## src/rtl/clock_pkg.sv

```systemverilog
// clock_pkg: shared constants and state encoding for the hh:mm:ss timekeeper.
//   state_e  : set-mode FSM encoding (RUN, SET_HOUR, SET_MIN)
//   FIELD_W  : width of each binary time field
//   SEC_MAX  : last seconds value before the wrap
//   MIN_MAX  : last minutes value before the wrap
//   inc_wrap : modulo increment of a time field
package clock_pkg;

    localparam int FIELD_W = 6;

    typedef enum logic [1:0] {
        ST_RUN      = 2'b00,
        ST_SET_HOUR = 2'b01,
        ST_SET_MIN  = 2'b10
    } state_e;

    localparam logic [FIELD_W-1:0] SEC_MAX = 6'd59;
    localparam logic [FIELD_W-1:0] MIN_MAX = 6'd59;

    function automatic logic [FIELD_W-1:0] inc_wrap(input logic [FIELD_W-1:0] v,
                                                    input logic [FIELD_W-1:0] max);
        return (v == max) ? '0 : v + 1'b1;
    endfunction

endpackage

```

## src/rtl/tick_prescaler.sv

```systemverilog
// tick_prescaler: modulo-TICK_DIV counter producing a one-cycle tick.
//   clk  in  system clock
//   rst  in  synchronous active-high reset
//   en   in  count enable; the count is held while low
//   clr  in  return the count to zero
//   tick out high during the last count of each period (combinational)
module tick_prescaler #(
    parameter int TICK_DIV = 100_000_000
) (
    input  logic clk,
    input  logic rst,
    input  logic en,
    input  logic clr,
    output logic tick
);

    localparam int W = $clog2(TICK_DIV);
    localparam logic [W-1:0] LAST = W'(TICK_DIV - 1);

    logic [W-1:0] cnt_q, cnt_d;

    always_comb begin
        tick  = en && (cnt_q == LAST);
        cnt_d = clr ? '0 : !en ? cnt_q : tick ? '0 : cnt_q + 1'b1;
    end

    always_ff @(posedge clk) begin
        if (rst) cnt_q <= '0;
        else     cnt_q <= cnt_d;
    end

endmodule

```

## src/rtl/time_counter.sv

```systemverilog
// time_counter: free-running hh:mm:ss binary timekeeper with button set mode.
//   clk        in   system clock
//   rst        in   synchronous active-high reset
//   btn_mode   in   pulse: advance RUN -> SET_HOUR -> SET_MIN -> RUN
//   btn_inc    in   pulse: increment the field selected by the set mode
//   seconds    out  0..59
//   minutes    out  0..59
//   hours      out  0..HOURS_PER_DAY-1
//   tick_1hz   out  pulse on each seconds advance
//   day_wrap   out  pulse when the last second of the day rolls over
//   set_state  out  00 RUN, 01 SET_HOUR, 10 SET_MIN
module time_counter
    import clock_pkg::*;
#(
    parameter int TICK_DIV      = 100_000_000,
    parameter int HOURS_PER_DAY = 24
) (
    input  logic       clk,
    input  logic       rst,
    input  logic       btn_mode,
    input  logic       btn_inc,
    output logic [5:0] seconds,
    output logic [5:0] minutes,
    output logic [5:0] hours,
    output logic       tick_1hz,
    output logic       day_wrap,
    output logic [1:0] set_state
);

    localparam logic [FIELD_W-1:0] HR_MAX = FIELD_W'(HOURS_PER_DAY - 1);

    state_e             state_q, state_d;
    logic [FIELD_W-1:0] sec_q, sec_d, min_q, min_d, hr_q, hr_d;
    logic               tick_1hz_q, day_wrap_q, day_wrap_d;
    logic               tick, run, exit_set, inc_hr, inc_min, sec_wrap, min_wrap;

    // Leaving SET_MIN restarts the second from zero so the new time starts cleanly.
    tick_prescaler #(.TICK_DIV(TICK_DIV)) u_prescaler (
        .clk  (clk),
        .rst  (rst),
        .en   (run),
        .clr  (exit_set),
        .tick (tick)
    );

    always_comb begin
        run        = (state_q == ST_RUN);
        exit_set   = (state_q == ST_SET_MIN) && btn_mode;
        // A mode press in the same cycle wins over an increment.
        inc_hr     = (state_q == ST_SET_HOUR) && btn_inc && !btn_mode;
        inc_min    = (state_q == ST_SET_MIN) && btn_inc && !btn_mode;
        sec_wrap   = tick && (sec_q == SEC_MAX);
        min_wrap   = sec_wrap && (min_q == MIN_MAX);
        sec_d      = exit_set ? '0 : tick ? inc_wrap(sec_q, SEC_MAX) : sec_q;
        min_d      = (sec_wrap || inc_min) ? inc_wrap(min_q, MIN_MAX) : min_q;
        hr_d       = (min_wrap || inc_hr) ? inc_wrap(hr_q, HR_MAX) : hr_q;
        day_wrap_d = min_wrap && (hr_q == HR_MAX);
        state_d    = !btn_mode ? state_q :
                     run ? ST_SET_HOUR :
                     (state_q == ST_SET_HOUR) ? ST_SET_MIN : ST_RUN;
    end

    always_ff @(posedge clk) begin
        if (rst) begin
            state_q    <= ST_RUN;
            sec_q      <= '0;
            min_q      <= '0;
            hr_q       <= '0;
            tick_1hz_q <= 1'b0;
            day_wrap_q <= 1'b0;
        end else begin
            state_q    <= state_d;
            sec_q      <= sec_d;
            min_q      <= min_d;
            hr_q       <= hr_d;
            tick_1hz_q <= tick;
            day_wrap_q <= day_wrap_d;
        end
    end

    assign seconds   = sec_q;
    assign minutes   = min_q;
    assign hours     = hr_q;
    assign tick_1hz  = tick_1hz_q;
    assign day_wrap  = day_wrap_q;
    assign set_state = state_q;

endmodule

```

## config.mk

```make
export PLATFORM = sky130hd
export DESIGN_NAME = time_counter
export DESIGN_NICKNAME = d
export VERILOG_FILES = /design/src/rtl/clock_pkg.sv /design/src/rtl/tick_prescaler.sv /design/src/rtl/time_counter.sv
export SDC_FILE = /design/constraint.sdc
export NUM_CORES = 1
export LEC_CHECK = 0
export ABC_AREA = 1
export CAP_MARGIN = 5
export CORE_MARGIN = 4
export CORE_UTILIZATION = 55
export DETAILED_ROUTE_END_ITERATION = 8
export HOLD_SLACK_MARGIN = 0.03
export PLACE_DENSITY = 0.73
export SETUP_SLACK_MARGIN = 0.2
export SYNTH_ARGS = -nofsm -noshare
export SYNTH_HDL_FRONTEND = slang
export SYNTH_HIERARCHICAL = 1
export SYNTH_SLANG_ARGS = --single-unit
export TNS_END_PERCENT = 5
```

## constraint.sdc

```tcl
create_clock -name clk -period 4.3 [get_ports clk]
set_input_delay 0.86 -clock clk [delete_from_list [all_inputs] [get_ports clk]]
set_output_delay 0.86 -clock clk [all_outputs]
set_load 0.1 [all_outputs]
```

==> PnR_summary.wiki, run 1 <==
{| class="wikitable"
! Metric !! Value
|-
| Status || completed
|-
| Achievable frequency || 0.358 GHz
|-
| Post-CTS clock slew at the launch and capture registers of the worst setup and hold paths || approximately 90 ps
|-
| Predominant post-synthesis flop cell || sky130_fd_sc_hd__dfxtp_1
|-
| Routed Wire Length || 5490 um
|-
| Routability Congestion || just over 0.8
|-
| Die X-Extent || between 70 and 80 um
|-
| Worst-path fanout max || 5
|-
| Y dimension of the die || 77.3 um
|-
| Detail Placement HPWL || roughly 4200 um
|-
| Standard cell core area || 0.00450 mm2
|-
| Delay of the slowest cell on the worst path || 1180 ps
|-
| Diode insertion count for antenna repair || 0
|-
| First-pass GRT wire length || 9740 um
|-
| Tmin final || approximately 2800 ps
|-
| Total power per unit cell area || approximately 280 mW/mm2
|-
| Post-place instance area || 0.00294 mm2
|-
| Leakage || 1.16 nW
|-
| Unrepaired setup endpoints after global routing || false
|-
| Number of gates given a new drive strength after cts || 0
|-
| Gate count after technology mapping || ~400
|-
| Number of enable flip-flop cells after synthesis || 0
|-
| Sequential cell area fraction in the yosys report || 37.1%
|-
| Synth Register Bits || 49
|-
| Max IR drop VDD || between 0.15 and 0.2 mV
|-
| Port bufs || 25
|-
| Total Die Area || roughly 0.006 mm2
|-
| Fin Clk Skew || 5.92 ps
|-
| Hold-fix buffer count after cts || 0
|-
| Crit-path leading delay family || buffers and inverters
|-
| Share of the cycle needed by the critical path after routing || 65.0%
|-
| Most common cell after layout, fill and taps aside || sky130_fd_sc_hd__nor2_1
|-
| Number of global-route vias before repair || 2,251
|-
| Most frequent cells in the layout || sky130_fd_sc_hd__nor2_1, sky130_fd_sc_hd__nand2_1, sky130_fd_sc_hd__dfxtp_1, sky130_fd_sc_hd__inv_1, sky130_fd_sc_hd__nand3_1
|-
| Hold violation total from the final report || 0
|-
| Residual antenna-violating net count after detailed routing || 0
|-
| Critical Path Slowest Stage Cell || sky130_fd_sc_hd__clkdlybuf4s50_1
|-
| Count of distinct cell types in the synthesized netlist || 33
|-
| Final setup TNS || 0 ps
|-
| Number of H-tree levels || 2
|-
| Clk Latency, worst-skew pair || ~300 ps
|-
| Layout-stage area growth over the synthesis result || 15.2%
|-
| Max-Slew Margin vs Limit || a little over a third
|-
| Async set or reset register ratio after synthesis || 0%
|-
| Number of ports placed on the die boundary || 26
|-
| Cells along the critical path || clkdlybuf4s50_1
|-
| Number of standard-cell rows in the floorplan || 24
|-
| GRT Residual Overflow || 0
|-
| Root buffer cell || sky130_fd_sc_hd__clkbuf_8
|-
| Via total after detailed routing || 2,470
|-
| Max-cap violation count || 0
|-
| Initial core utilization || roughly three fifths
|-
| Vias per Instance || 5.09
|-
| Summed area of non-filler cells in the final layout || 0.00304 mm2
|-
| Class of the worst hold path || reg -> reg
|-
| Cell Area, Synth || 0.00264 mm2
|-
| Clock sink count || 49
|-
| Share of post-route cells with drive strength above 1 || under 10%
|-
| Worst-case hold slack || 519 ps
|-
| Average footprint of a synthesized cell || 6.57 um2
|-
| Critical Path RT || 3440 ps
|-
| GR Util All Layers || 19.7%
|-
| Number of clock buffers inserted by TritonCTS || 5
|-
| Detail-routed net length per standard cell || approximately 11 um
|-
| Nets || 440
|-
| TritonCTS clock tree || built
|-
| Number of buffers inserted to repair setup after CTS || 0
|-
| Number of buffers on the longest clock path || 2
|-
| Kind of end point of the critical path || output pin
|-
| Pin count of the biggest net entering global routing || 15
|-
| Type of element launching the critical path || register
|-
| Drc violations || 0
|-
| DRT Pass-1 Iters || 5
|-
| Net count after synthesis || 410
|-
| Number of buffers and inverters on the critical path || 1
|-
| Final setup violation count || 0
|-
| Initial antenna violation count || 0
|-
| Critical path type || reg -> out
|-
| Iter 0 DRT Violations || 137
|-
| Total of warnings raised by yosys || 6
|-
| WP data arrival || 1940 ps
|-
| Transition time of the tightest slew-check pin || between 900 and 1000 ps
|-
| Final Max Tran Viols || 0
|}
-- per-stage QoR --
step / std cells / utilization, % / setup WS (ps) / power (W)
final: 485 / 67.6 / 1500 / 0.000839
after global placement: 477 / 65.3 / 1820 / 0.000555
after floorplan: 402 / - / 1820 / 0.000537
after global routing: 485 / 67.6 / 1450 / 0.000883
after detailed placement: 477 / 65.3 / 1750 / 0.000556
after CTS: 485 / 67.6 / 1490 / 0.000849
-- path summary, 6_finish.rpt --
check	from	to	slack [ps]	depth (start not counted)
max reg2reg	set_state[1]	hours[1]	1960	14
min reg2reg	seconds[4]	seconds[4]	520	2
max	seconds[2]	seconds[2]	1500	1
min	seconds[4]	seconds[4]	520	2
-- layout make-up --
class,instances,area (um2)
clock inverter,1,5.00
timing repair buffer,25,250
clock buffer,7,96.3
sequential,49,981
tap,52,65.1
fill,395,1460
multi-input combinational,304,1470
inverter,47,178
-- worst min-delay path, stage by stage (launching register included) --
cell	delay, ps
sky130_fd_sc_hd__dfxtp_1	350
sky130_fd_sc_hd__nand2_1	70
sky130_fd_sc_hd__a21oi_1	50
-- flip-flops by register name, indices dropped and copies added (netlist names) --
name	flops
day_wrap	1
hours	6
minutes	6
seconds	6
set_state	2
tick_1hz	1
u_prescaler/cnt_q	27
-- where the power goes --
| group | internal (W) | switching (W) |
|---|---|---|
| clock network | 0.000146 | 0.000149 |
| registers | 0.000460 | 0.00000742 |
| logic | 0.0000204 | 0.0000565 |
-- cell usage after synthesis, types with 6 or more instances --
library cell	instances	area share [%]
sky130_fd_sc_hd__nand4_1	6	1.4
sky130_fd_sc_hd__nand3_1	29	5.5
sky130_fd_sc_hd__nand2_2	6	1.4
sky130_fd_sc_hd__nor3_1	7	1.3
sky130_fd_sc_hd__nor2_1	97	14
sky130_fd_sc_hd__dfxtp_1	49	37
sky130_fd_sc_hd__inv_1	39	5.5
sky130_fd_sc_hd__o21ai_0	9	1.7
sky130_fd_sc_hd__nand2_1	91	13
sky130_fd_sc_hd__inv_2	7	0.99
sky130_fd_sc_hd__a21oi_1	15	2.8
sky130_fd_sc_hd__xor2_1	9	3.0
-- cells by family after synthesis --
logic type / after synthesis / synth area share [%]
AOI/OAI and AO/OA: 35 / 7.48
DFF: 49 / 37.1
adders and majority gates: 4 / 1.89
and+or+nand+nor: 254 / 42.5
buffers and inverters: 49 / 7.34
xor gates and xnor gates: 11 / 3.65
-- layer usage --
metal / wire length, um / up-vias / track usage, %
li1: - / 1329 / -
met1: 2540 / 1093 / 23.2
met2: 2690 / 41 / 35.1
met3: 180 / 7 / 4.45
met4: 79 / 0 / 6.94
met5: 0 / - / 0
Power figures use the tool's default switching activity.
==> run 2: changes to the inputs <==
--- a/config.mk
+++ b/config.mk
@@ -8,10 +8,10 @@
 export ABC_AREA = 1
 export CAP_MARGIN = 5
 export CORE_MARGIN = 4
-export CORE_UTILIZATION = 55
+export CORE_UTILIZATION = 51
 export DETAILED_ROUTE_END_ITERATION = 8
 export HOLD_SLACK_MARGIN = 0.03
-export PLACE_DENSITY = 0.73
+export PLACE_DENSITY = 0.71
 export SETUP_SLACK_MARGIN = 0.2
 export SYNTH_ARGS = -nofsm -noshare
 export SYNTH_HDL_FRONTEND = slang
==> constraint.sdc (replaced) <==
create_clock -name clk -period 2.5 [get_ports clk]
set_input_delay 0.5 -clock clk [delete_from_list [all_inputs] [get_ports clk]]
set_output_delay 0.5 -clock clk [all_outputs]
set_load 0.1 [all_outputs]
==> run 2 against run 1 <==
- core utilization shrank 5.7 points
- first-iteration DRC count fell by 23%
- flip-flop and latch count unchanged
- hold slack better by 6.1 ps
- total power is 67% higher
- cell area is 0.78% lower
- clock power up 58%
- cell count up 3.5%
- clock skew grew 1.6 ps
- sequential share of layout area grew 0.34 points
- die area grew 7.0%
- via count increased by 0.49%
- largest power group unchanged
==> PnR_summary.wiki, run 2 (synthesized netlist as in run 1, its figures left out) <==
{| class="wikitable"
! Metric !! Value
|-
| First-pass GRT wire length || 10,000 um
|-
| Detail-routed net length per standard cell || 11.2 um
|-
| GRT Residual Overflow || 0
|-
| Clock sink count || 49
|-
| Overall Power || 0.00140 W
|-
| Met3 wire len || 214 um
|-
| Transition time of the tightest slew-check pin || 339 ps
|-
| Share of the cycle needed by the critical path after routing || 78.9%
|-
| Final Max Tran Viols || 0
|-
| Drc violations || 0
|-
| Critical Path RT || 2700 ps
|-
| Total power per unit cell area || 465 mW/mm2
|-
| Port bufs || 25
|-
| Die X-Extent || approximately 80 um
|-
| Status || completed
|-
| Tmin final || 1970 ps
|-
| Clk Latency, worst-skew pair || 290 ps
|-
| Largest reg by FF count || u_prescaler/cnt_q
|-
| Standard cell core area || 0.00488 mm2
|-
| Kind of end point of the critical path || register
|-
| Highest layer used for signal routing || met4
|-
| Worst-path fanout max || 7
|-
| Share of post-route cells with drive strength above 1 || between 10 and 15%
|-
| Routed Wire Length || 5630 um
|-
| Number of global-route vias before repair || between 2,000 and 2,500
|-
| Class of the worst hold path || reg -> reg
|-
| Total Die Area || about 0.0064 mm2
|-
| DRT Pass-1 Iters || 4
|-
| Worst r2r path cells || 12
|-
| Worst setup path startpoint || u_prescaler/cnt_q[0]
|-
| Initial antenna violation count || 0
|-
| Max-cap violation count || 0
|-
| Vias per Instance || 4.94
|-
| Type of element launching the critical path || register
|-
| R2R Path Start || u_prescaler/cnt_q[0]
|-
| Routability Congestion || approximately 0.86
|-
| Detail Placement HPWL || around 4400 um
|-
| Leakage || ~1.2 nW
|-
| TritonCTS clock tree || built
|-
| Number of buffers inserted to repair setup after CTS || 0
|-
| Root buffer cell || sky130_fd_sc_hd__clkbuf_8
|-
| Post-CTS clock slew at the launch and capture registers of the worst setup and hold paths || 90 ps
|-
| Nets || about 440
|-
| Worst-case hold slack || 525 ps
|-
| Flip-flop count of the largest register, all copies and words added || 27
|-
| Y dimension of the die || 80.0 um
|-
| Via total after detailed routing || 2,482
|-
| Hold-fix buffer count after cts || 0
|-
| Residual antenna-violating net count after detailed routing || 0
|-
| Hold violation total from the final report || 0
|-
| Met2 layer wire length in the routed design || roughly 2600 um
|-
| Length of routed wiring on met1 || 2800 um
|-
| Number of ports placed on the die boundary || 26
|-
| Final setup violation count || 0
|-
| Area used by multi-input combinational logic || 0.00147 mm2
|-
| FF/Latch Area || about 980 um2
|-
| Number of buffers on the longest clock path || 2
|-
| Achievable frequency || slightly above 0.5 GHz
|-
| Max-Slew Margin vs Limit || 77.4%
|-
| Number of H-tree levels || 2
|-
| Number of standard-cell rows in the floorplan || 25
|-
| Critical path type || reg -> reg
|-
| Diode insertion count for antenna repair || 0
|-
| Initial core utilization || 54.2%
|-
| Most common cell after layout, fill and taps aside || sky130_fd_sc_hd__nor2_1
|-
| GR Util All Layers || about a fifth
|-
| Final setup TNS || 0 ps
|-
| Layout fillers || 489
|-
| Iter 0 DRT Violations || 105
|-
| Fin Clk Skew || 7.52 ps
|-
| Layout-stage area growth over the synthesis result || 14.3%
|-
| Number of clock buffers inserted by TritonCTS || 5
|-
| Most frequent cells in the layout || sky130_fd_sc_hd__nor2_1, sky130_fd_sc_hd__nand2_1, sky130_fd_sc_hd__dfxtp_1, sky130_fd_sc_hd__inv_1, sky130_fd_sc_hd__nand3_1
|-
| Number of gates given a new drive strength after cts || 0
|-
| WP data arrival || 2170 ps
|-
| Number of instances on the worst hold path || 2
|-
| Startpoint of the worst hold path || seconds[1]
|-
| Max IR drop VDD || 0.210 mV
|-
| Unrepaired setup endpoints after global routing || false
|-
| Pin count of the biggest net entering global routing || 15
|}
-- run 2: where the power goes --
group          internal (W)  switching, W
combinational     0.0000366     0.0000982
sequential         0.000792     0.0000134
clock              0.000220      0.000245
total               0.00105      0.000356
-- run 2: layer usage --
| metal | up-vias | track usage [%] |
|---|---|---|
| li1 | 1328 | - |
| met5 | - | 0 |
| met2 | 35 | 33.4 |
| met3 | 4 | 2.93 |
| met1 | 1115 | 24.7 |
| met4 | 0 | 6.08 |
-- run 2: path summary, 6_finish.rpt --
path / slack [ps] / endpoint
setup / recovery: 530 / hours[5]
setup reg to reg: 530 / hours[5]
hold reg to reg: 520 / seconds[1]
hold / removal: 520 / seconds[1]
-- run 2: area by class of cell --
class | instances | area share (%)
timing repair buffer | 28 | 7.21
tap | 67 | 2.78
sequential | 49 | 32.6
clock buffer | 7 | 2.86
inverter | 47 | 5.88
multi-input combinational | 304 | 48.7
-- run 2: critical path, cell delays in order (launching register included) --
cell	delay [ps]
sky130_fd_sc_hd__dfxtp_1	390
sky130_fd_sc_hd__ha_1	210
sky130_fd_sc_hd__nand3_1	100
sky130_fd_sc_hd__nor2_2	150
sky130_fd_sc_hd__nand2_1	80
sky130_fd_sc_hd__nor2_2	270
sky130_fd_sc_hd__nand2_2	110
sky130_fd_sc_hd__inv_2	80
sky130_fd_sc_hd__nand3_4	100
sky130_fd_sc_hd__o21ai_4	210
sky130_fd_sc_hd__inv_2	70
sky130_fd_sc_hd__nor2_1	90
sky130_fd_sc_hd__nor2_1	40
-- run 2: through the flow --
| step | cells | utilization [%] | setup WS, ps | area (um2) |
|---|---|---|---|---|
| floorplan | 402 | - | 378 | 2650 |
| global placement | 495 | 60.1 | 410 | 2930 |
| detailed placement | 495 | 60.1 | 375 | 2930 |
| CTS | 502 | 61.9 | 509 | 3020 |
| global route | 502 | 61.9 | 329 | 3020 |
| finish | 502 | 61.9 | 527 | 3020 |
==> run 3: changes to the inputs <==
==> constraint.sdc (replaced) <==
create_clock -name clk -period 1.7 [get_ports clk]
set_input_delay 0.34 -clock clk [delete_from_list [all_inputs] [get_ports clk]]
set_output_delay 0.34 -clock clk [all_outputs]
set_load 0.1 [all_outputs]
==> run 3 against run 2 <==
- the flow now finishes with violations (negative setup slack)
- first-iteration DRC count fell by 0.95%
- critical path depth rose by 2
- wire length rose by 20%
- worst setup slack got worse by 550 ps
- combinational power rose by 120%
- clock skew fell by 4.2 ps
- flip-flop and latch count did not move
- total power rose by 52%
- sequential share of layout area fell by 6.0 points
- cell area rose by 25%
- largest cell class unchanged
- highest routed layer unchanged
==> PnR_summary.wiki, run 3 (synthesized netlist as in run 1, its figures left out) <==
{| class="wikitable"
! Metric !! Value
|-
| Iter 0 DRT Violations || ~100
|-
| Net switching power || 0.000573 W
|-
| P_int || between 0.0015 and 0.002 W
|-
| Routability Congestion || 0.897
|-
| Number of H-tree levels || 2
|-
| Final core utilization || 77.2%
|-
| Final std cells w/o fill || 547
|-
| Hold violation total from the final report || 0
|-
| Achievable frequency || 0.579 GHz
|-
| Number of clock buffers inserted by TritonCTS || 5
|-
| Post-CTS clock slew at the launch and capture registers of the worst setup and hold paths || 90 ps
|-
| Share of post-route cells with drive strength above 1 || around 30%
|-
| Diode insertion count for antenna repair || 0
|-
| Transition time of the tightest slew-check pin || around 320 ps
|-
| Root buffer cell || sky130_fd_sc_hd__clkbuf_8
|-
| Most frequent cells in the layout || sky130_fd_sc_hd__nand2_1, sky130_fd_sc_hd__nor2_1, sky130_fd_sc_hd__buf_4, sky130_fd_sc_hd__dfxtp_1, sky130_fd_sc_hd__inv_1
|-
| Standard cell core area || approximately 0.0049 mm2
|-
| Total Die Area || 0.00640 mm2
|-
| Violated checks || negative setup slack
|-
| Summed area of non-filler cells in the final layout || about 0.0038 mm2
|-
| Initial antenna violation count || 0
|-
| First-pass GRT wire length || 11,000 um
|-
| Number of global-route vias before repair || 2,434
|-
| Pin count of the biggest net entering global routing || 15
|-
| Final setup TNS || -49.8 ps
|-
| Status || finished with violations
|-
| Class of the worst hold path || reg -> reg
|-
| Port bufs || 25
|-
| Final Max Tran Viols || 0
|-
| Worst-path fanout max || 5
|-
| Layout-stage area growth over the synthesis result || 42.6%
|-
| Max IR drop VDD || around 0.51 mV
|-
| Area used by multi-input combinational logic || approximately 0.0016 mm2
|-
| Initial core utilization || 54.2%
|-
| Critical path type || reg -> reg
|-
| Unrepaired setup endpoints after global routing || true
|-
| TritonCTS clock tree || built
|-
| Sequential power share || 55.5%
|-
| Fin Clk Skew || ~3.3 ps
|-
| Share of the cycle needed by the critical path after routing || 102%
|-
| Placed cell count || 538
|-
| Hold-fix buffer count after cts || 0
|-
| Post-place instance area || 0.00357 mm2
|-
| Type of element launching the critical path || register
|-
| Clock sink count || 49
|-
| Routed Wire Length || 6740 um
|-
| Final setup violation count || 3
|-
| Total power per unit cell area || 567 mW/mm2
|-
| Detail Placement HPWL || around 5200 um
|-
| Clk Latency, worst-skew pair || 300 ps
|-
| Number of buffers on the longest clock path || 2
|-
| Layout fillers || 360
|-
| Drc violations || 0
|-
| Vias per Instance || 4.96
|-
| GRT Residual Overflow || 0
|-
| Number of ports placed on the die boundary || 26
|-
| Residual antenna-violating net count after detailed routing || 0
|-
| Smallest setup slack after layout || -27.4 ps
|-
| Leakage || 1.51 nW
|-
| Detail-routed net length per standard cell || between 10 and 15 um
|-
| Most common cell after layout, fill and taps aside || sky130_fd_sc_hd__nand2_1
|-
| Die X-Extent || 80.0 um
|-
| Combinational group share of total power || 13.6%
|-
| Y dimension of the die || 80.0 um
|-
| GR Util All Layers || approximately 22%
|-
| Critical Path RT || about 1900 ps
|-
| Nets || 488
|-
| Worst-case hold slack || 513 ps
|-
| Largest reg by FF count || u_prescaler/cnt_q
|-
| FF/Latch Area || ~1000 um2
|-
| Flip-flop count of the largest register, all copies and words added || 27
|-
| Max-cap violation count || 0
|-
| Number of standard-cell rows in the floorplan || 25
|-
| Max-Slew Margin vs Limit || 78.3%
|-
| DRT Pass-1 Iters || 4
|-
| Kind of end point of the critical path || register
|-
| Via total after detailed routing || roughly 2,700
|-
| Sw Share || around 27%
|-
| Clock share of power || 30.9%
|-
| WP data arrival || 1930 ps
|-
| Tmin final || about 1700 ps
|}
## run 3: routing by layer
layer  wire length (um)  track usage, %
met1               3160            31.0
met2               3190            33.5
met3                289            4.06
met4                 98            5.57
met5                  0               0
## run 3: what timing repair did
| action | in CTS | in global routing |
|---|---|---|
| resized for setup | 11 | 24 |
| pin swaps | 12 | 22 |
| setup buffers | 1 | 1 |
| endpoints found under the setup margin | 24 | 41 |
## run 3: power by group through the flow
| stage | Clock [W] | Sequential [W] | Combinational [W] |
|---|---|---|---|
| 3_3_place_gp | 0 | 0.00121 | 0.000270 |
| 4_1_cts | 0.000672 | 0.00118 | 0.000277 |
| 5_1_grt | 0.000722 | 0.00119 | 0.000313 |
| 6_report | 0.000660 | 0.00119 | 0.000291 |
| 2_1_floorplan | 0 | 0.00127 | 0.0000874 |
| 3_5_place_dp | 0 | 0.00121 | 0.000273 |
## run 3: worst paths after layout
path	slack (ps)	cells past startpoint	startpoint	to
worst min-delay path	510	2	seconds[1]	seconds[1]
worst max-delay path	-30	14	set_state[0]	hours[0]
worst max register to register	-30	14	set_state[0]	hours[0]
worst min register to register	510	2	seconds[1]	seconds[1]
## run 3: layout make-up
cell class              count  share of cell area [%]
well taps                  67                    2.23
multi-input cells         304                    42.1
repair buffers             73                    22.4
clock buffers               6                    1.93
flip-flops and latches     49                    26.5
inverters                  47                    4.72
clock inverters             1                   0.133
## run 3: stage by stage
step	worst slack [ps]	total power, W
floorplan	-180	0.00136
global route	-152	0.00223
finish	-27.4	0.00214
detailed placement	-124	0.00148
CTS	-89.3	0.00213
global placement	-65.0	0.00148
## run 3: worst max-delay path, stage by stage, from the launching register on
cell and delay (ps):
sky130_fd_sc_hd__dfxtp_4 360, sky130_fd_sc_hd__nor2_4 110, sky130_fd_sc_hd__nand2_2 80, sky130_fd_sc_hd__inv_2 60, sky130_fd_sc_hd__nand2_2 40, sky130_fd_sc_hd__nor2_2 90
sky130_fd_sc_hd__nand2_2 90, sky130_fd_sc_hd__nor2_4 140, sky130_fd_sc_hd__nand2_2 80, sky130_fd_sc_hd__inv_2 70, sky130_fd_sc_hd__nand3_4 90, sky130_fd_sc_hd__o21ai_4 200
sky130_fd_sc_hd__inv_2 70, sky130_fd_sc_hd__nor2_2 100, sky130_fd_sc_hd__nor2_1 50
==> edit 1, RTL diff (settings of run 3) <==
`hr_q` no longer has a reset.
--- a/src/rtl/time_counter.sv
+++ b/src/rtl/time_counter.sv
@@ -67,3 +67,2 @@
             min_q      <= '0;
-            hr_q       <= '0;
             tick_1hz_q <= 1'b0;
@@ -74,3 +73,2 @@
             min_q      <= min_d;
-            hr_q       <= hr_d;
             tick_1hz_q <= tick;
@@ -78,2 +76,6 @@
         end
+    end
+
+    always_ff @(posedge clk) begin
+        hr_q <= hr_d;
     end
Check against the original RTL: differs if rst is asserted again (counterexample within 4 cycles, from zero or initial values and one cycle with rst high); with rst held inactive, the same outputs for 10 cycles.
==> edit 1 against run 3 <==
The run still ends with negative setup slack left; power is 1.2% higher; first-iteration DRC count grew 11%; final area rose by 6.5%; sequential cell count stayed put; setup slack lost 0.11 ns; routed wire length grew 6.7%; clock power rose by 0.9%; synthesized area decreased by 1.3%; non-clock buffer count up 16; critical endpoint is now hours[1]; largest power group unchanged.
==> edit 1: results (changes against run 3) <==
Final layout
The post-layout net count is 493 (+1.0%). The final antenna diode count is 0 (unchanged). The register with the most flip-flops is u_prescaler/cnt_q. The share of final-layout standard cells stronger than drive strength 1 came to 34.0% (+4.2 points). The number of flip-flops in the largest register is 27 (unchanged).

GRT
The global routing usage on met2 came to 42.9% (+9.4 points). The met3 demand-to-capacity share in global routing is 4.06% (unchanged). The number of antenna violations at the first check in global routing was 0 (unchanged). The maximum number of pins on one net before global-route repair is 15 (unchanged). The wire length of the first global-routing pass is 11700 um (+5.7%). The met1 routing resource usage after global routing was 25.2% (-5.8 points). The via count of the first global-routing pass is 2753 (+13%). The overall routing resource usage is 23.2% (+1.5 points).

Synthesis
The Yosys warning count is 6 (unchanged). In the synthesized netlist the dominant register cell turns out to be sky130_fd_sc_hd__dfxtp_1. After synthesis, the cell types taking the most area are sky130_fd_sc_hd__dfxtp_1, sky130_fd_sc_hd__nand2_1, sky130_fd_sc_hd__nor2_1, sky130_fd_sc_hd__edfxtp_1, sky130_fd_sc_hd__inv_1.

The average size of a mapped cell is 6.69 um^2 (+1.8%). The number of enable-type register cells in the synthesized netlist is 6 (+6). The synthesized net count is 398 (-2.9%). The number of distinct library cells after synthesis is 30 (-9.1%). In the synthesized netlist, the cells that appear most often are sky130_fd_sc_hd__nand2_1, sky130_fd_sc_hd__nor2_1, sky130_fd_sc_hd__inv_1.

The fraction of the yosys area taken by sequential cells is 39.9% (+2.8 points).

Power and ir drop
The worst supply voltage drop on vdd is 0.463 mV (-8.8%). The leakage power was 1.67 nW (+10%).

Run status
The checks that failed: negative setup slack. The flow ran to the end, but the final reports show violations.

CTS
The insertion delay of the later-clocked pin in the worst-skew pair is 0.30 ns (about the same). The count of cells resized by post-cts repair is 28 (+17). The number of clock buffers inserted by TritonCTS is 5 (unchanged). The cell sitting at the root of the clock tree is a sky130_fd_sc_hd__clkbuf_8. The total setup buffers inserted after CTS is 5 (+4).

After clock tree synthesis, the clock-pin slew on the worst setup and hold paths is 0.08 ns.

Routing
The total routed wire length on the met1 layer is 2900 um (-8.1%). The mean number of vias per cell is 5.03 (+1.5%). The total met3 wirelength after detailed routing came to 303 um (+4.8%). The highest routing layer actually used is met4.

The routed length on met2 is 3780 um (+18%). The total wirelength of the detailed-routed design is 7190 um (+6.7%). The via count is 2784 (+2.6%). The first-pass detailed-route iteration total was 4 (unchanged). The initial DRC count was 115 (+11%).

STA
The final worst-path setup slack is -0.138 ns (-0.111 ns). The worst clock skew on the final layout is 0.00436 ns (+0.00102 ns). The number of setup violations in the final report is 12 (+9). The max-slew headroom at the worst pin was 75.1% (-3.2 points).

Critical path
The kind of cell adding the most delay to the critical path is simple AND/OR/NAND/NOR gates. The peak per-stage delay on the critical path came to 0.36 ns (about the same). The arrival time at the worst endpoint is 1.81 ns (-0.12 ns). The peak fanout along the critical path is 6 (+1).

Place
The post-detailed-placement half-perimeter wirelength was 5020 um (-4.3%). The placer congestion estimate is 0.873 (-2.7%). The port buffer count is 25 (unchanged). The number of placed cells counting well taps was 538 (unchanged).

Min path
The worst hold path belongs to the class flip-flop to flip-flop.
edit 1: changes by cell type in the layout (fill, tap and decap cells not counted), sizes merged, moves of 3 or more:
cell / before / now
nor2: 106 / 97
buf: 70 / 86
nor3: 8 / 11
nand2: 98 / 105
edfxtp: 0 / 6
dfxtp: 49 / 43
o21ai: 15 / 6
xor2: 9 / 5
inv: 46 / 50
edit 1: cells by family (layout without fill, tap and decap cells):
kind of cell,after synthesis,in the layout,share of synthesized area [%]
compound gates,27,27,5.52
xor+xnor,9,9,3.02
fa+ha+maj,4,4,1.92
buf+inv,52,148,7.82
flops,49,49,39.9
simple gates,249,249,41.8
edit 1: path summary, 6_finish.rpt:
check / startpoint / endpoint / slack [ns] / cells after the start
worst max-delay path: set_state[0] / hours[1] / -0.14 / 12
worst min-delay path: seconds[5] / seconds[5] / 0.52 / 2
worst max register to register: set_state[0] / hours[1] / -0.14 / 12
worst min register to register: seconds[5] / seconds[5] / 0.52 / 2
edit 1: metrics by stage:
stage                     setup TNS [ns]  instance area, um^2  util [%]  setup WS, ns
after floorplan                    -4.10                 2650         -        -0.378
after global placement            -0.626                 3630      75.0        -0.104
after detailed placement           -1.55                 3630      75.0        -0.208
after CTS                          -1.37                 3850      79.4        -0.179
after global routing               -2.80                 4010      82.8        -0.243
final                              -1.04                 4010      82.8        -0.138
edit 1: layout make-up:
cell class	instances	area, um^2
fill	289	836
tap	67	83.8
timing repair buffer	89	978
inverter	51	195
multi-input combinational	289	1620
clock buffer	8	80.1
sequential	49	1060
edit 1: where the power goes:
| group | internal (W) | total [W] | leakage, nW | switching [W] |
|---|---|---|---|---|
| Clock | 0.000293 | 0.000666 | 0.0395 | 0.000373 |
| Combinational | 0.000120 | 0.000294 | 1.22 | 0.000174 |
| Sequential | 0.00119 | 0.00120 | 0.407 | 0.0000183 |
==> edit 2, RTL diff (flow settings as in run 3) <==
Made on the original files. `TICK_DIV` is set to 100_000_000 in 2 places; all go to 200_000_000.
--- a/src/rtl/tick_prescaler.sv
+++ b/src/rtl/tick_prescaler.sv
@@ -7,3 +7,3 @@
 module tick_prescaler #(
-    parameter int TICK_DIV = 100_000_000
+    parameter int TICK_DIV = 200_000_000
 ) (
--- a/src/rtl/time_counter.sv
+++ b/src/rtl/time_counter.sv
@@ -14,3 +14,3 @@
 #(
-    parameter int TICK_DIV      = 100_000_000,
+    parameter int TICK_DIV      = 200_000_000,
     parameter int HOURS_PER_DAY = 24
Formal check against the unedited RTL: same outputs for any inputs over 10 cycles, from zero or initial values and one cycle with rst high; that may be too few to reach the edited logic, so the function may still have changed.
==> edit 2 against run 3 <==
The run still ends with negative setup slack left; sequential cell count is 1 higher; synthesized area is 5.8% higher; routed wire length is 8.8% higher; non-clock buffer count is 3 higher; setup slack better by 0.0088 ns; final area is 5.9% higher; power is 4.8% higher; maximum frequency is 0.51% higher; critical path type unchanged; largest cell class unchanged.
==> edit 2: results (changes against run 3) <==
Run status
The flow ran to the end, but the final reports show violations. The final reports fail on negative setup slack.

STA
The final hold violation count came to 0 (unchanged). The final worst-path setup slack came to -0.0186 ns (+0.00884 ns). The number of setup violations in the final report is 2 (-1). The slew at the pin closest to its max-slew limit was 0.328 ns (+0.00347 ns).

The worst clock skew on the final layout was 0.00318 ns (-0.000159 ns).

Place
The cell area after placement is 3770 um^2 (+5.6%). The post-detailed-placement half-perimeter wirelength was 5420 um (+3.4%). The placer congestion estimate is 0.999 (+11%).

The port buffer count is 25 (unchanged).

GRT
The via count of the first global-routing pass is 2959 (+22%). The maximum number of pins on one net before global-route repair is 15 (unchanged). The wire length of the first global-routing pass came to 12600 um (+14%). The number of antenna violations at the first check in global routing came to 0 (unchanged). The overall routing resource usage came to 23.7% (+2.0 points).

Critical path
The arrival time at the worst endpoint came to 1.96 ns (+0.03 ns). The peak fanout along the critical path is 5 (unchanged). The largest individual stage delay along the critical path comes from the cell sky130_fd_sc_hd__dfxtp_2.

The peak per-stage delay on the critical path is 0.35 ns. The kind of cell with the highest combined delay along the critical path is simple AND/OR/NAND/NOR gates.

CTS
The maximum clock path buffer count is 2 (unchanged). The H-tree depth reported by CTS is 2 (unchanged). The number of clock buffers inserted by TritonCTS is 5 (unchanged). The clock slew seen by the registers of the worst setup and hold paths was 0.09 ns (about the same). The insertion delay of the later-clocked pin in the worst-skew pair is 0.30 ns (about the same). The tree is rooted in a sky130_fd_sc_hd__clkbuf_8.

Synthesis
The synthesized net count came to 419 (+2.2%). The fraction of the yosys area taken by sequential cells is 35.8% (-1.3 points). The Yosys warning count is 6 (unchanged).

The fraction of registers with async set/reset was 0% (unchanged). Sorting the synthesized cells by area gives the leading types as sky130_fd_sc_hd__dfxtp_1, sky130_fd_sc_hd__nor2_1, sky130_fd_sc_hd__nand2_1, sky130_fd_sc_hd__nand3_1, sky130_fd_sc_hd__inv_1. The number of distinct library cells after synthesis was 38 (+15%).

Counting instances in the post-synthesis netlist gives the leading cell types as sky130_fd_sc_hd__nor2_1, sky130_fd_sc_hd__nand2_1, sky130_fd_sc_hd__dfxtp_1.

Routing
The via count is 2908 (+7.2%). The total wirelength of the detailed-routed design is 7330 um (+8.8%). The first-pass detailed-route iteration total is 4 (unchanged).

The initial DRC count is 148 (+42%).

Final layout
The final antenna diode count was 0 (unchanged). The post-layout net count came to 498 (+2.0%). The share of final-layout standard cells stronger than drive strength 1 was 32.2% (+2.4 points). The number of flip-flops in the largest register was 28 (+3.7%).

The register with the most flip-flops is u_prescaler/cnt_q.

Power and ir drop
The leakage power was 1.56 nW (+2.9%). The worst supply voltage drop on vdd is 0.433 mV (-15%).

Min path
The min-delay analysis places its worst path in the category flip-flop to flip-flop.
-- edit 2: worst reg2reg max path: cells and delay by family (launching register included) --
family	cells	cell delay, ns
AND/OR/NAND/NOR	7	0.91
flip-flops	1	0.35
buffers and inverters	2	0.21
AO/OA/AOI/OAI	1	0.20
-- edit 2: power by group --
part / total, W / switching [W] / internal [W]
Combinational: 0.000300 / 0.000178 / 0.000122
Clock: 0.000729 / 0.000400 / 0.000330
Sequential: 0.00121 / 0.0000220 / 0.00119
Total: 0.00224 / 0.000600 / 0.00164
-- edit 2: worst paths after layout --
path         depth (start not counted)            startpoint                    to
max                                 10  u_prescaler/cnt_q[9]              hours[4]
min reg2reg                          2  u_prescaler/cnt_q[4]  u_prescaler/cnt_q[4]
min                                  2  u_prescaler/cnt_q[4]  u_prescaler/cnt_q[4]
max reg2reg                         10  u_prescaler/cnt_q[9]              hours[4]
-- edit 2: layer usage --
layer / up-vias / routed length [um] / track usage (%)
met5: - / 0 / 0
met4: 0 / 100 / 6.15
met3: 12 / 295 / 5.04
met2: 66 / 3790 / 43.9
met1: 1367 / 3150 / 27.4
li1: 1463 / - / -
-- edit 2: cell type report --
cell class | instances | area, um^2
multi-input cells | 306 | 1700
repair buffers | 76 | 893
clock buffers | 7 | 86.3
clock inverters | 1 | 5.00
fillers | 385 | 1210
inverters | 51 | 194
flip-flops and latches | 50 | 1030
well taps | 70 | 87.6
-- edit 2: metrics by stage --
step	std cells	worst slack (ns)	setup TNS, ns	utilization [%]	hold WS, ns
floorplan	411	-0.174	-1.84	-	0.467
global placement	552	-0.0811	-0.585	72.4	0.481
detailed placement	552	-0.105	-0.842	72.4	0.505
CTS	560	0.00407	0	74.8	0.521
global route	561	-0.133	-1.16	76.7	0.548
finish	561	-0.0186	-0.0232	76.7	0.525
-- edit 2: kinds of logic (layout without fill, tap and decap cells) --
logic type | Yosys count | after routing | synth area share, %
and+or+nand+nor | 253 | 253 | 42.9
buffers and inverters | 55 | 135 | 7.92
DFF | 50 | 50 | 35.8
AOI/OAI and AO/OA | 34 | 34 | 6.89
xor gates and xnor gates | 15 | 15 | 4.70
adders and majority gates | 4 | 4 | 1.79
-- edit 2: repair_timing --
action / in CTS / in global routing
setup endpoints to repair: 32 / 44
pin swaps: 4 / 7
setup buffers: 0 / 1
gates resized for setup: 7 / 29
